**config.mk**
```make
export PLATFORM = sky130hd
export DESIGN_NAME = pid_seq
export DESIGN_NICKNAME = d
export VERILOG_FILES = /design/src/rtl/pid_seq.sv
export SDC_FILE = /design/constraint.sdc
export NUM_CORES = 1
export LEC_CHECK = 0
export CAP_MARGIN = 10
export CORE_AREA = 3 3 43 45
export CTS_BUF_LIST = sky130_fd_sc_hd__clkbuf_4
export DETAILED_ROUTE_END_ITERATION = 8
export DIE_AREA = 0 0 46 48
export GPL_ROUTABILITY_DRIVEN = 0
export PLACE_DENSITY_LB_ADDON = 0.05
export RECOVER_POWER = 25
export SYNTH_ARGS = -nofsm -noshare
export SYNTH_HDL_FRONTEND = slang
export SYNTH_SLANG_ARGS = --single-unit
```
**constraint.sdc**
```tcl
create_clock -name clk -period 6.8 [get_ports clk]
set_input_delay 2.04 -clock clk [delete_from_list [all_inputs] [get_ports clk]]
set_output_delay 2.04 -clock clk [all_outputs]
set_load 0.05 [all_outputs]
```
**src/rtl/pid_seq.sv**
```systemverilog
// Control sequencer for the 14-bit PID datapath: Xset boot load/writes and the Err/P/I/D update sequence.
// Build option PID_DTERM_EN adds the derivative multiply and PreErr update; undefined gives a PI-only sequence.
module pid_seq (
    input  logic       clk,
    input  logic       rst_n,
    input  logic       go,
    input  logic       wrt_xset,
    input  logic [1:0] sel,
    input  logic       finish,
    output logic [2:0] src0_sel,
    output logic [2:0] src1_sel,
    output logic       cmplmnt,
    output logic       init,
    output logic       counter_rst,
    output logic       Duty_en,
    output logic       Err_en,
    output logic       PreErr_en,
    output logic       Xset_en,
    output logic       SumErr_en,
    output logic       mans_en,
    output logic       SumErr_rst,
    output logic       PreErr_rst,
    output logic       XsetEEPrd,
    output logic [1:0] eep_addr,
    output logic       busy,
    output logic       done,
    output logic       ovr
);

    // state    | meaning
    // S_BOOT   | first cycle after reset: load Xset from EEPROM, clear SumErr/PreErr
    // S_IDLE   | wait for go, service Xset writes
    // S_ERR    | Err = Xmeas - Xset
    // S_MUL_P  | init, 14 Booth steps with P, then mans = P*Err/0x800
    // S_INTEG  | SumErr = SumErr + Err
    // S_MUL_I  | Booth with I on SumErr, then accumulate into mans (or Duty)
    // S_MUL_D  | Booth with D on Err-PreErr, then Duty = mans + term
    // S_PREERR | PreErr = Err
    typedef enum logic [2:0] {
        S_BOOT, S_IDLE, S_ERR, S_MUL_P, S_INTEG, S_MUL_I, S_MUL_D, S_PREERR
    } state_t;

    localparam logic [2:0] SRC1_CFG   = 3'b000;
    localparam logic [2:0] SRC1_XMEAS = 3'b001;
    localparam logic [2:0] SRC1_PREG  = 3'b010;
    localparam logic [2:0] SRC1_PROD  = 3'b011;
    localparam logic [2:0] SRC1_ERR   = 3'b101;
    localparam logic [2:0] SRC1_ZERO  = 3'b110;

    localparam logic [2:0] SRC0_PREERR = 3'b000;
    localparam logic [2:0] SRC0_XSET   = 3'b001;
    localparam logic [2:0] SRC0_SUMERR = 3'b010;
    localparam logic [2:0] SRC0_COEFF  = 3'b011;
    localparam logic [2:0] SRC0_ZERO   = 3'b101;
    localparam logic [2:0] SRC0_MANS   = 3'b111;

    state_t state_q, state_d;
    logic   first_q;
    logic   done_q, done_d;
    logic   ovr_q, ovr_d;
    logic   is_mul;
    logic   mul_last;

    assign is_mul   = (state_q == S_MUL_P) || (state_q == S_MUL_I) || (state_q == S_MUL_D);
    assign mul_last = is_mul && !first_q && finish;

    always_ff @(posedge clk or negedge rst_n) begin
        if (!rst_n) begin
            state_q <= S_BOOT;
            first_q <= 1'b0;
            done_q  <= 1'b0;
            ovr_q   <= 1'b0;
        end else begin
            state_q <= state_d;
            first_q <= (state_d != state_q);
            done_q  <= done_d;
            ovr_q   <= ovr_d;
        end
    end

    // A go colliding with wrt_xset still moves to ERR; the Xset write lands on the same edge.
    always_comb begin
        state_d = state_q;
        case (state_q)
            S_BOOT:  state_d = S_IDLE;
            S_IDLE:  if (go) state_d = S_ERR;
            S_ERR:   state_d = S_MUL_P;
            S_MUL_P: if (mul_last) state_d = S_INTEG;
            S_INTEG: state_d = S_MUL_I;
`ifdef PID_DTERM_EN
            S_MUL_I:  if (mul_last) state_d = S_MUL_D;
            S_MUL_D:  if (mul_last) state_d = S_PREERR;
            S_PREERR: state_d = S_IDLE;
`else
            S_MUL_I:  if (mul_last) state_d = S_IDLE;
`endif
            default: state_d = S_IDLE;
        endcase
    end

    assign busy = (state_q != S_BOOT) && (state_q != S_IDLE);
    assign done = done_q;
    assign ovr  = ovr_q;

    always_comb begin
        ovr_d = go && busy;
`ifdef PID_DTERM_EN
        done_d = (state_q == S_PREERR);
`else
        done_d = (state_q == S_MUL_I) && mul_last;
`endif
    end

    // Outputs are forced to idle values while rst_n is held, even though state_q sits at S_BOOT.
    always_comb begin
        src1_sel    = SRC1_ZERO;
        src0_sel    = SRC0_ZERO;
        cmplmnt     = 1'b0;
        init        = 1'b0;
        counter_rst = 1'b1;
        Duty_en     = 1'b0;
        Err_en      = 1'b0;
        PreErr_en   = 1'b0;
        Xset_en     = 1'b0;
        SumErr_en   = 1'b0;
        mans_en     = 1'b0;
        SumErr_rst  = 1'b0;
        PreErr_rst  = 1'b0;
        XsetEEPrd   = 1'b0;
        eep_addr    = 2'd0;
        if (rst_n) begin
            case (state_q)
                S_BOOT: begin
                    XsetEEPrd  = 1'b1;
                    SumErr_rst = 1'b1;
                    PreErr_rst = 1'b1;
                end
                S_IDLE: begin
                    if (wrt_xset) begin
                        src1_sel = SRC1_CFG;
                        Xset_en  = 1'b1;
                    end
                end
                S_ERR: begin
                    src1_sel = SRC1_XMEAS;
                    src0_sel = SRC0_XSET;
                    cmplmnt  = 1'b1;
                    Err_en   = 1'b1;
                end
                S_MUL_P: begin
                    eep_addr = 2'd1;
                    if (first_q) begin
                        src1_sel = SRC1_ERR;
                        init     = 1'b1;
                    end else if (finish) begin
                        src1_sel = SRC1_PROD;
                        mans_en  = 1'b1;
                    end
                end
                S_INTEG: begin
                    src1_sel  = SRC1_ERR;
                    src0_sel  = SRC0_SUMERR;
                    SumErr_en = 1'b1;
                end
                S_MUL_I: begin
                    eep_addr = 2'd2;
                    if (first_q) begin
                        src0_sel = SRC0_SUMERR;
                        init     = 1'b1;
                    end else if (finish) begin
                        src1_sel = SRC1_PROD;
                        src0_sel = SRC0_MANS;
`ifdef PID_DTERM_EN
                        mans_en  = 1'b1;
`else
                        Duty_en  = 1'b1;
`endif
                    end
                end
`ifdef PID_DTERM_EN
                S_MUL_D: begin
                    eep_addr = 2'd3;
                    if (first_q) begin
                        src1_sel = SRC1_ERR;
                        src0_sel = SRC0_PREERR;
                        cmplmnt  = 1'b1;
                        init     = 1'b1;
                    end else if (finish) begin
                        src1_sel = SRC1_PROD;
                        src0_sel = SRC0_MANS;
                        Duty_en  = 1'b1;
                    end
                end
                S_PREERR: begin
                    src1_sel  = SRC1_ERR;
                    PreErr_en = 1'b1;
                end
`endif
                default: ;
            endcase

            // Radix-2 Booth step shared by all three multiplies.
            if (is_mul && !first_q && !finish) begin
                src1_sel    = SRC1_PREG;
                counter_rst = 1'b0;
                case (sel)
                    2'b01:   src0_sel = SRC0_COEFF;
                    2'b10: begin
                        src0_sel = SRC0_COEFF;
                        cmplmnt  = 1'b1;
                    end
                    default: src0_sel = SRC0_ZERO;
                endcase
            end
        end
    end

endmodule
```
==> results.sh <==
export IMPL_status="complete, no violations"
export IMPL_post_cts_setup_buffers=0
export IMPL_max_freq_mhz=158
export IMPL_critical_path_class="primary input to output port"
export IMPL_dr_pass1_iters=4
export IMPL_avgSynthCellArea_sq_um=7.55
export IMPL_syn_nets=98
export IMPL_num_vias=719
export IMPL_arrival_ns=4.31
export IMPL_synth_ff_type="dfrtp_1"
export IMPL_dieArea_sq_um=2210
export IMPL_drt_initial_drc_count=8
export IMPL_cts_resized=0
export IMPL_synth_top_cell_by_area="dfrtp_1"
export IMPL_root_buffer="clkbuf_4"
export IMPL_rsz0062_at_grt="false"
export IMPL_post_route_drc_count=0
export IMPL_dp_hpwl_microns=1290
export IMPL_synth_edff_count=0
export IMPL_yosysMostFrequentCell="nor2_1"
export IMPL_synth_top_area_share=0.221
export IMPL_hold_class="register to register"
export IMPL_fin_setup_tns_ns=0
export IMPL_cts_tree="built"
export IMPL_use_met3=0.0602
export IMPL_fillCellCount=139
export IMPL_cp_startpoint="sel[1]"
export IMPL_grt_pass1_wl_microns=3000
export IMPL_drv_cap=0
export IMPL_use_met1=0.259
export IMPL_nNetsFinal=123
export IMPL_holdWs_ns=0.773
export IMPL_rr_startpoint="state_q[2]"
export IMPL_clock_sinks=6
export IMPL_peakVddDrop_mv=0.233
export IMPL_syn_inst=90
export IMPL_holdBufCountCts=0
export IMPL_final_area_sq_um=947
export IMPL_synthTopCellsByCount="11 x nor2_1, 7 x a21oi_1, 7 x nand2_1"
export IMPL_via_per_inst=5.57
export IMPL_grt_antenna_before_repair=0
export IMPL_antenna_cells=0
export IMPL_drive_gt1_frac=0.0619
export IMPL_async_flop_share=1.00
export IMPL_worstHoldStart="state_q[1]"
export IMPL_start_kind="primary input"
export IMPL_grt_pass1_vias=679
export IMPL_slew_violations=0
export IMPL_powerDensity_nw_per_um2=483
export IMPL_seq_area_frac_synth=0.221
export IMPL_synth_area_sq_um=679
export IMPL_fin_crit_sh=0.933
export IMPL_placed_cell_area_sq_um=932
export IMPL_area_growth_syn_to_layout_pct=39.4
export IMPL_use_met2=0.286
export IMPL_crit_required_ns=4.76
export IMPL_finalCriticalPeriod_ns=6.35
export IMPL_hold_viol_final=0
export IMPL_io_buffer_count=28
export IMPL_finalSetupViolations=0
export IMPL_die_y_microns=48
export IMPL_core_area_sq_um=1510
export IMPL_overflow=0
export IMPL_netlist_top_cells_area="dfrtp_1 22%, nor2_1 6.1%, a21oi_1 5.2%"
export IMPL_grt_use_total=0.183
export IMPL_ant_nets=0
export IMPL_wl_microns=1840
export IMPL_leakage_nw=0.371
export IMPL_die_w_microns=46
export IMPL_io_pins=30
export IMPL_wire_per_inst_microns=14.3
export IMPL_yosys_warnings=0
export IMPL_fin_util=0.629
export IMPL_htree_levels=1
export IMPL_end_kind="output port"
export IMPL_insertion_delay_ns=0.25
export IMPL_slew_headroom=0.544
export IMPL_cts_reportedPaths_clkPinSlew_ns=0.04
export IMPL_clk_path_buf_depth=2
export IMPL_rows=14
export IMPL_ys_ff_latch=6
export IMPL_numCtsBuffers=3
export IMPL_totalPowerFinal_mw=0.457
export IMPL_ys_types=38
export IMPL_path_max_fanout=3
export IMPL_initial_utilization=0.451
export IMPL_grt_max_degree=22
export IMPL_worst_pin_slew_ns=0.684
export IMPL_finClkSkew_ns=0.00264
export IMPL_top_usage_layer="met2"
-- power by group --
group / switching (mW) / internal, mW
Clock: 0.0135 / 0.0200
Sequential: 0.0525 / 0.0485
Combinational: 0.208 / 0.115
Total: 0.274 / 0.183
-- critical path, stage by stage --
cell and delay, ns:
clkdlybuf4s50_1 0.46, ha_1 0.13, or3b_4 0.40, a2111oi_4 0.34, or3_1 0.15, clkdlybuf4s50_1 0.79
-- sequential cells by signal, summed over array words and instances (netlist names) --
register / count
done: 1
state_q: 3
ovr: 1
first_q: 1
-- through the flow --
stage / instances / worst slack (ns)
3_3_place_gp: 126 / 0.482
3_5_place_dp: 126 / 0.441
4_1_cts: 129 / 0.441
2_1_floorplan: 90 / 1.15
5_1_grt: 129 / 0.333
6_report: 129 / 0.454
-- layout make-up --
type | count | area [sq um] | area share
sequential | 6 | 150 | 0.159
tap | 16 | 20.0 | 0.0211
timing repair buffer | 30 | 288 | 0.304
inverter | 5 | 18.8 | 0.0198
clock buffer | 3 | 22.5 | 0.0238
multi-input combinational | 69 | 448 | 0.473
-- final timing paths --
path                                    to  slack (ns)  cells past startpoint
worst max-delay path               cmplmnt        0.45                      6
worst min-delay path            state_q[1]        0.77                      2
worst max register to register     first_q        5.33                      3
worst min register to register  state_q[1]        0.77                      2
max in group asynchronous       state_q[1]        4.04                      2
min in group asynchronous          first_q        2.44                      2
-- logic make-up after synthesis --
family | share of synthesized area
other cells | 0.00552
simple gates | 0.309
mux | 0.0147
buf+inv | 0.120
xor+xnor | 0.0129
flops | 0.221
fa+ha+maj | 0.0184
compound gates | 0.298
-- cell usage in the layout, fill, tap and decap left out, drive strengths merged --
master / n
nand2: 7
o211ai: 1
dfrtp: 6
o2111a: 1
nor2b: 4
or3: 1
nand3b: 1
dlygate4sd3: 2
ha: 1
nand2b: 3
nor2: 11
o2111ai: 1
o21ai: 3
a21oi: 7
xnor2: 1
o32a: 1
conb: 1
a2111oi: 2
o31ai: 1
nor4: 2
or3b: 3
a211oi: 3
clkbuf: 5
a21boi: 1
and2: 1
a2111o: 1
or2b: 1
a21o: 2
a211o: 1
nand3: 2
nor3: 4
clkdlybuf4s50: 26
inv: 5
mux2i: 1
-- routing by layer --
| layer | vias to the layer above | part of all wire |
|---|---|---|
| met4 | 0 | 0 |
| met3 | 0 | 0.060 |
| met5 | - | 0 |
| li1 | 362 | - |
| met1 | 326 | 0.50 |
| met2 | 31 | 0.43 |
No activity file was read; power rests on OpenSTA's default activity.
